--- config.mk ---
export PLATFORM = sky130hd
export DESIGN_NAME = cook_timer
export DESIGN_NICKNAME = d
export VERILOG_FILES = /design/src/rtl/cook_timer_pkg.sv /design/src/rtl/cook_timer_bcd_time_dec.sv /design/src/rtl/cook_timer.sv
export SDC_FILE = /design/constraint.sdc
export NUM_CORES = 1
export LEC_CHECK = 0
export ABC_CLOCK_PERIOD_IN_PS = 4000
export CORE_UTILIZATION = 38
export DETAILED_ROUTE_END_ITERATION = 12
export GPL_ROUTABILITY_DRIVEN = 0
export PLACE_DENSITY = 0.57
export SLEW_MARGIN = 20
export SYNTH_ARGS = -nofsm -noshare
export SYNTH_HDL_FRONTEND = slang
export SYNTH_SLANG_ARGS = --single-unit
--- constraint.sdc ---
create_clock -name clock -period 4 [get_ports clock]
set_input_delay 0.4 -clock clock [delete_from_list [all_inputs] [get_ports clock]]
set_output_delay 0.4 -clock clock [all_outputs]
set_load 0.05 [all_outputs]
--- src/rtl/cook_timer_pkg.sv ---
// Shared microwave timer definitions: state encoding, BCD digit limits and time width.
package cook_timer_pkg;

    localparam int unsigned TIME_W           = 16;
    localparam int unsigned DIGIT_W          = 4;
    localparam int unsigned BCD_DIGIT_MAX    = 9;
    localparam int unsigned BCD_SEC_TENS_MAX = 5;

    typedef enum logic [2:0] {
        ST_IDLE   = 3'd0,
        ST_ARMED  = 3'd1,
        ST_RUN    = 3'd2,
        ST_PAUSED = 3'd3,
        ST_DONE   = 3'd4
    } state_e;

    typedef struct packed {
        logic [DIGIT_W-1:0] min_tens;
        logic [DIGIT_W-1:0] min_units;
        logic [DIGIT_W-1:0] sec_tens;
        logic [DIGIT_W-1:0] sec_units;
    } bcd_time_t;

endpackage

--- src/rtl/cook_timer_bcd_time_dec.sv ---
// BCD mm:ss helper: validates a keypad value and produces the one-second decrement of a time value.
module bcd_time_dec
    import cook_timer_pkg::*;
(
    input  logic [TIME_W-1:0] check_in,
    input  logic [TIME_W-1:0] time_in,
    output logic [TIME_W-1:0] time_dec,
    output logic              valid
);

    bcd_time_t chk;
    bcd_time_t cur;
    bcd_time_t nxt;

    always_comb begin
        chk   = bcd_time_t'(check_in);
        valid = (chk.min_tens  <= DIGIT_W'(BCD_DIGIT_MAX))    &&
                (chk.min_units <= DIGIT_W'(BCD_DIGIT_MAX))    &&
                (chk.sec_tens  <= DIGIT_W'(BCD_SEC_TENS_MAX)) &&
                (chk.sec_units <= DIGIT_W'(BCD_DIGIT_MAX));
    end

    // Borrow ripples from seconds units up to minute tens; seconds tens wraps to 5.
    always_comb begin
        cur = bcd_time_t'(time_in);
        nxt = cur;
        if (cur.sec_units != '0) begin
            nxt.sec_units = cur.sec_units - DIGIT_W'(1);
        end else begin
            nxt.sec_units = DIGIT_W'(BCD_DIGIT_MAX);
            if (cur.sec_tens != '0) begin
                nxt.sec_tens = cur.sec_tens - DIGIT_W'(1);
            end else begin
                nxt.sec_tens = DIGIT_W'(BCD_SEC_TENS_MAX);
                if (cur.min_units != '0) begin
                    nxt.min_units = cur.min_units - DIGIT_W'(1);
                end else begin
                    nxt.min_units = DIGIT_W'(BCD_DIGIT_MAX);
                    nxt.min_tens  = cur.min_tens - DIGIT_W'(1);
                end
            end
        end
        time_dec = TIME_W'(nxt);
    end

endmodule

--- src/rtl/cook_timer.sv ---
// Microwave cook timer: BCD mm:ss countdown with load/start/cancel control.
// Optional pause/resume support is built when COOK_TIMER_PAUSE_EN is defined.
module cook_timer
    import cook_timer_pkg::*;
#(
    parameter int unsigned TICKS_PER_SEC = 50000000
) (
    input  logic              clock,
    input  logic              reset,
    input  logic [TIME_W-1:0] durationIn,
    input  logic              load,
    input  logic              start,
    input  logic              cancel,
`ifdef COOK_TIMER_PAUSE_EN
    input  logic              pause,
`endif
    output logic [TIME_W-1:0] timeLeft,
    output logic              running,
    output logic              done,
    output logic              loadErr
);

    localparam int unsigned        PRESC_W    = $clog2(TICKS_PER_SEC);
    localparam logic [PRESC_W-1:0] PRESC_LAST = PRESC_W'(TICKS_PER_SEC - 1);

    state_e              state;
    state_e              state_d;
    logic [PRESC_W-1:0]  presc;
    logic [PRESC_W-1:0]  presc_d;
    logic [TIME_W-1:0]   time_d;
    logic [TIME_W-1:0]   time_dec;
    logic                dur_valid;
    logic                load_err_d;
    logic                resumable;
    logic                loadable;

    bcd_time_dec u_dec (
        .check_in (durationIn),
        .time_in  (timeLeft),
        .time_dec (time_dec),
        .valid    (dur_valid)
    );

`ifdef COOK_TIMER_PAUSE_EN
    assign resumable = (state == ST_ARMED) || (state == ST_PAUSED);
`else
    assign resumable = (state == ST_ARMED);
`endif
    assign loadable = (state == ST_IDLE) || (state == ST_ARMED) || (state == ST_DONE);

    // State and datapath registers; outputs follow the next state so they are flopped.
    always_ff @(posedge clock) begin
        if (reset) begin
            state    <= ST_IDLE;
            presc    <= '0;
            timeLeft <= '0;
            running  <= 1'b0;
            done     <= 1'b0;
            loadErr  <= 1'b0;
        end else begin
            state    <= state_d;
            presc    <= presc_d;
            timeLeft <= time_d;
            running  <= (state_d == ST_RUN);
            done     <= (state_d == ST_DONE);
            loadErr  <= load_err_d;
        end
    end

    // Next state: the highest-priority pulse that has an effect in the current state wins.
    always_comb begin
        state_d    = state;
        presc_d    = presc;
        time_d     = timeLeft;
        load_err_d = 1'b0;
        if (cancel) begin
            state_d = ST_IDLE;
            presc_d = '0;
            time_d  = '0;
`ifdef COOK_TIMER_PAUSE_EN
        end else if (pause && (state == ST_RUN)) begin
            state_d = ST_PAUSED;
`endif
        end else if (start && resumable) begin
            state_d = ST_RUN;
            presc_d = '0;
        end else if (load && loadable) begin
            if (dur_valid && (durationIn != '0)) begin
                state_d = ST_ARMED;
                time_d  = durationIn;
            end else begin
                load_err_d = 1'b1;
            end
        end else if (state == ST_RUN) begin
            if (presc == PRESC_LAST) begin
                presc_d = '0;
                time_d  = time_dec;
                if (time_dec == '0) begin
                    state_d = ST_DONE;
                end
            end else begin
                presc_d = presc + PRESC_W'(1);
            end
        end
    end

endmodule

==> qor.csv <==
stage,metric,value,unit
synthesis,syn_area,2610,sq um
synthesis,yosysSeqAreaShare,36.8,%
setup_path,r2r-start,state[1],
min_path,hold_path_end,presc[1],
timing,drv_slew,0,
setup_path,worstPathMaxFanout,24,
pwr,power_switching,233,uW
synthesis,synth-edff-count,0,
grt,first_global_vias,2385,
timing,fin_tns_setup,0,ns
run_status,run_status,"complete, no violations",
min_path,hp-start,presc[1],
layout,diodes,0,
synthesis,async_flop_share,0,%
clock_network,cts_root_buffer,clkbuf_8,
layout,drive_above_1_share,6.42,%
layout,final_cell_area,3160,sq um
grt,grtUsageTotal,21.0,%
setup_path,path_class,flip-flop to flip-flop,
route,num_vias,2538,
route,drt_iter0_markers,154,
pwr,swShare,26.1,%
pwr,finalPower,892,uW
grt,grt_antenna_before_repair,0,
timing,finalHoldViolCount,0,
clock_network,cts_made_buffers,5,
synthesis,syn-mean-instance-area,8.11,sq um
placed_design,dp_hpwl,4990,um
grt,grt_pass1_wl,12000,um
run,max_cap_viol_count,0,
route,vias_per_cell,5.83,
placed_design,numPortBuffers,39,
route,dr.pass1.iters,6,
timing,slew_headroom,43.1,%
clock_network,clock-sinks,48,
clock_network,htree_num_levels,2,
pwr,combPwrFrac,10.3,%
route,dr_wl_met2,2990,um
pwr,cellLeakagePower,0.00103,uW
clock_network,clk_latency,0.31,ns
die,rows,29,
timing,period_minus_slack,3.16,ns
pwr,p_seq_share,54.0,%
route,drt-wirelength-per-cell,16.0,um
setup_path,ff2ff_path_depth,5,
setup_path,rr_endpoint,presc[12],
synthesis,syn_nets,345,
clock_network,cts_hold_buf,0,
min_path,hold_class,flip-flop to flip-flop,
die,pin_count,40,
clock_network,cts_setup_buffers,0,
route,drc,0,
layout,nets,380,
timing,tightest_slew,0.852,ns
route,ant_nets,0,
clock_network,clock_path_buffers,2,
pwr,power_density,282,nW/um^2
route,wl,6960,um
clock_network,cts_tree,built,
die,initial_utilization,40.2,%
synthesis,synth_cells,322,
min_path,hold-path-cell-count,2,
synthesis,ys_types,49,
route,met1_length,3500,um
layout,areaGrowthSynthToFinish,20.9,%
die,dieArea,7210,sq um
placed_design,dp.cells,427,
synthesis,synth_ff_type,dfxtp_1,
timing,finClkSkew,0.00577,ns
synthesis,ys_ff_latch,48,
setup_path,cp-start-kind,flip-flop,
die,die_h,84.9,um
pwr,ir_drop,130,uV
grt,grt-ovfl-total,0,
die,core,6490,sq um
die,die_w,84.9,um
setup_path,critical_path.endpoint_type,flip-flop,
timing,max_freq,316,MHz
synthesis,synth_warnings,0,
setup_path,crit_arrival,3.34,ns
pwr,p_int,659,uW
setup_path,cp.required,4.17,ns
pwr,clockPowerShare,35.7,%
placed_design,place_area,3060,sq um
timing,finalSetupViolations,0,
clock_network,cts_resized,0,
route,met3RoutedLength,415,um
timing,fin_crit_sh,79.1,%
timing,grt_setup_unrepaired,false,
layout,nFillCells,639,
grt,grt_max_degree,25,
layout,finalNonFillerCells,435,
route,top_layer_used,met4,
setup_path,r2r_setup_slack,0.84,ns
clock_network,clk_pin_slew_worst_paths,0.10,ns
==> how the worst max path moves through the flow <==
stage,startpoint,slack [ns],depth (start not counted),endpoint
after floorplan,state[1],0.96,8,running
after global placement,state[1],0.93,5,presc[23]
after detailed placement,state[1],0.85,5,presc[15]
after CTS,state[1],0.83,5,presc[23]
after global routing,state[1],0.60,5,presc[21]
final,state[1],0.84,5,presc[12]
==> layout make-up <==
cell class,instances,area [sq um],area share (%)
multi-input combinational,255,1570,49.7
clock buffer,6,82.6,2.61
inverter,4,15.0,0.475
tap,77,96.3,3.05
timing repair buffer,43,420,13.3
clock inverter,2,13.8,0.436
sequential,48,961,30.4
==> per-layer routing <==
layer | up-vias | track usage [%]
met5 | - | 0
met4 | 0 | 4.93
met3 | 5 | 4.18
met2 | 76 | 31.3
met1 | 1189 | 31.1
li1 | 1268 | -
==> power groups by stage <==
stage          Clock, uW  Combinational [uW]  Sequential, uW
6_report             319                91.7             482
5_1_grt              351                99.2             483
4_1_cts              332                90.1             482
3_5_place_dp           0                89.8             493
3_3_place_gp           0                90.2             493
2_1_floorplan          0                42.0             499
==> cells in the mapped netlist (all sizes together), types with 4 or more instances <==
cell type / instances / area share (%)
a21oi: 16 / 3.1
a22oi: 7 / 2.0
a31oi: 4 / 0.96
and3: 5 / 1.2
and4: 6 / 2.0
buf: 4 / 1.2
clkbuf: 11 / 1.6
dfxtp: 48 / 37
inv: 4 / 0.57
nand2: 28 / 4.0
nand3: 13 / 2.5
nand4: 12 / 2.9
nor2: 44 / 6.3
nor3: 9 / 1.7
nor4: 13 / 3.1
o21ai: 13 / 2.5
o31ai: 4 / 1.1
o32ai: 5 / 1.7
or2: 4 / 0.96
or4: 6 / 2.2
xnor2: 14 / 4.7
xor2: 12 / 4.0
==> state kept, by name, indices dropped and copies added, names as in the netlist <==
register  count
loadErr       1
state         3
done          1
timeLeft     16
presc        26
running       1
==> per-stage QoR <==
step	hold WS (ns)	utilization [%]	setup slack, ns
after floorplan	0.454	-	0.964
after global placement	0.476	47.1	0.932
after detailed placement	0.476	47.1	0.847
after CTS	0.492	48.5	0.833
after global routing	0.524	48.6	0.604
final	0.495	48.6	0.835
==> worst max-delay path, cell delays in order (launching register included) <==
cell,delay [ns]
dfxtp_1,0.42
or3b_1,0.47
or4_4,0.63
or4_4,0.70
nand2_1,0.68
nor2_1,0.12
==> placed cells by master, fill, tap and decap left out, types with 4 or more instances in the layout <==
master and n:
a21oi_1 16, a22oi_1 7, a31oi_1 4, and3_1 5
and4_1 6, buf_4 4, clkbuf_8 6, clkdlybuf4s50_1 39
dfxtp_1 48, inv_1 4, nand2_1 28, nand3_1 13
nand4_1 12, nor2_1 44, nor3_1 9, nor4_1 12
o21ai_0 13, o31ai_1 4, o32ai_1 5, or2_2 4
xnor2_1 14, xor2_1 12
==> kinds of logic (layout without fill, tap and decap cells) <==
logic type / after synthesis / count (layout) / share of synthesized area (%)
and+or+nand+nor: 159 / 159 / 32.5
AOI/OAI and AO/OA: 66 / 66 / 17.0
DFF: 48 / 48 / 36.8
xor gates and xnor gates: 26 / 26 / 8.72
buffers and inverters: 19 / 55 / 3.35
adders and majority gates: 2 / 2 / 0.958
muxes: 2 / 2 / 0.766
Power figures use the tool's default switching activity.
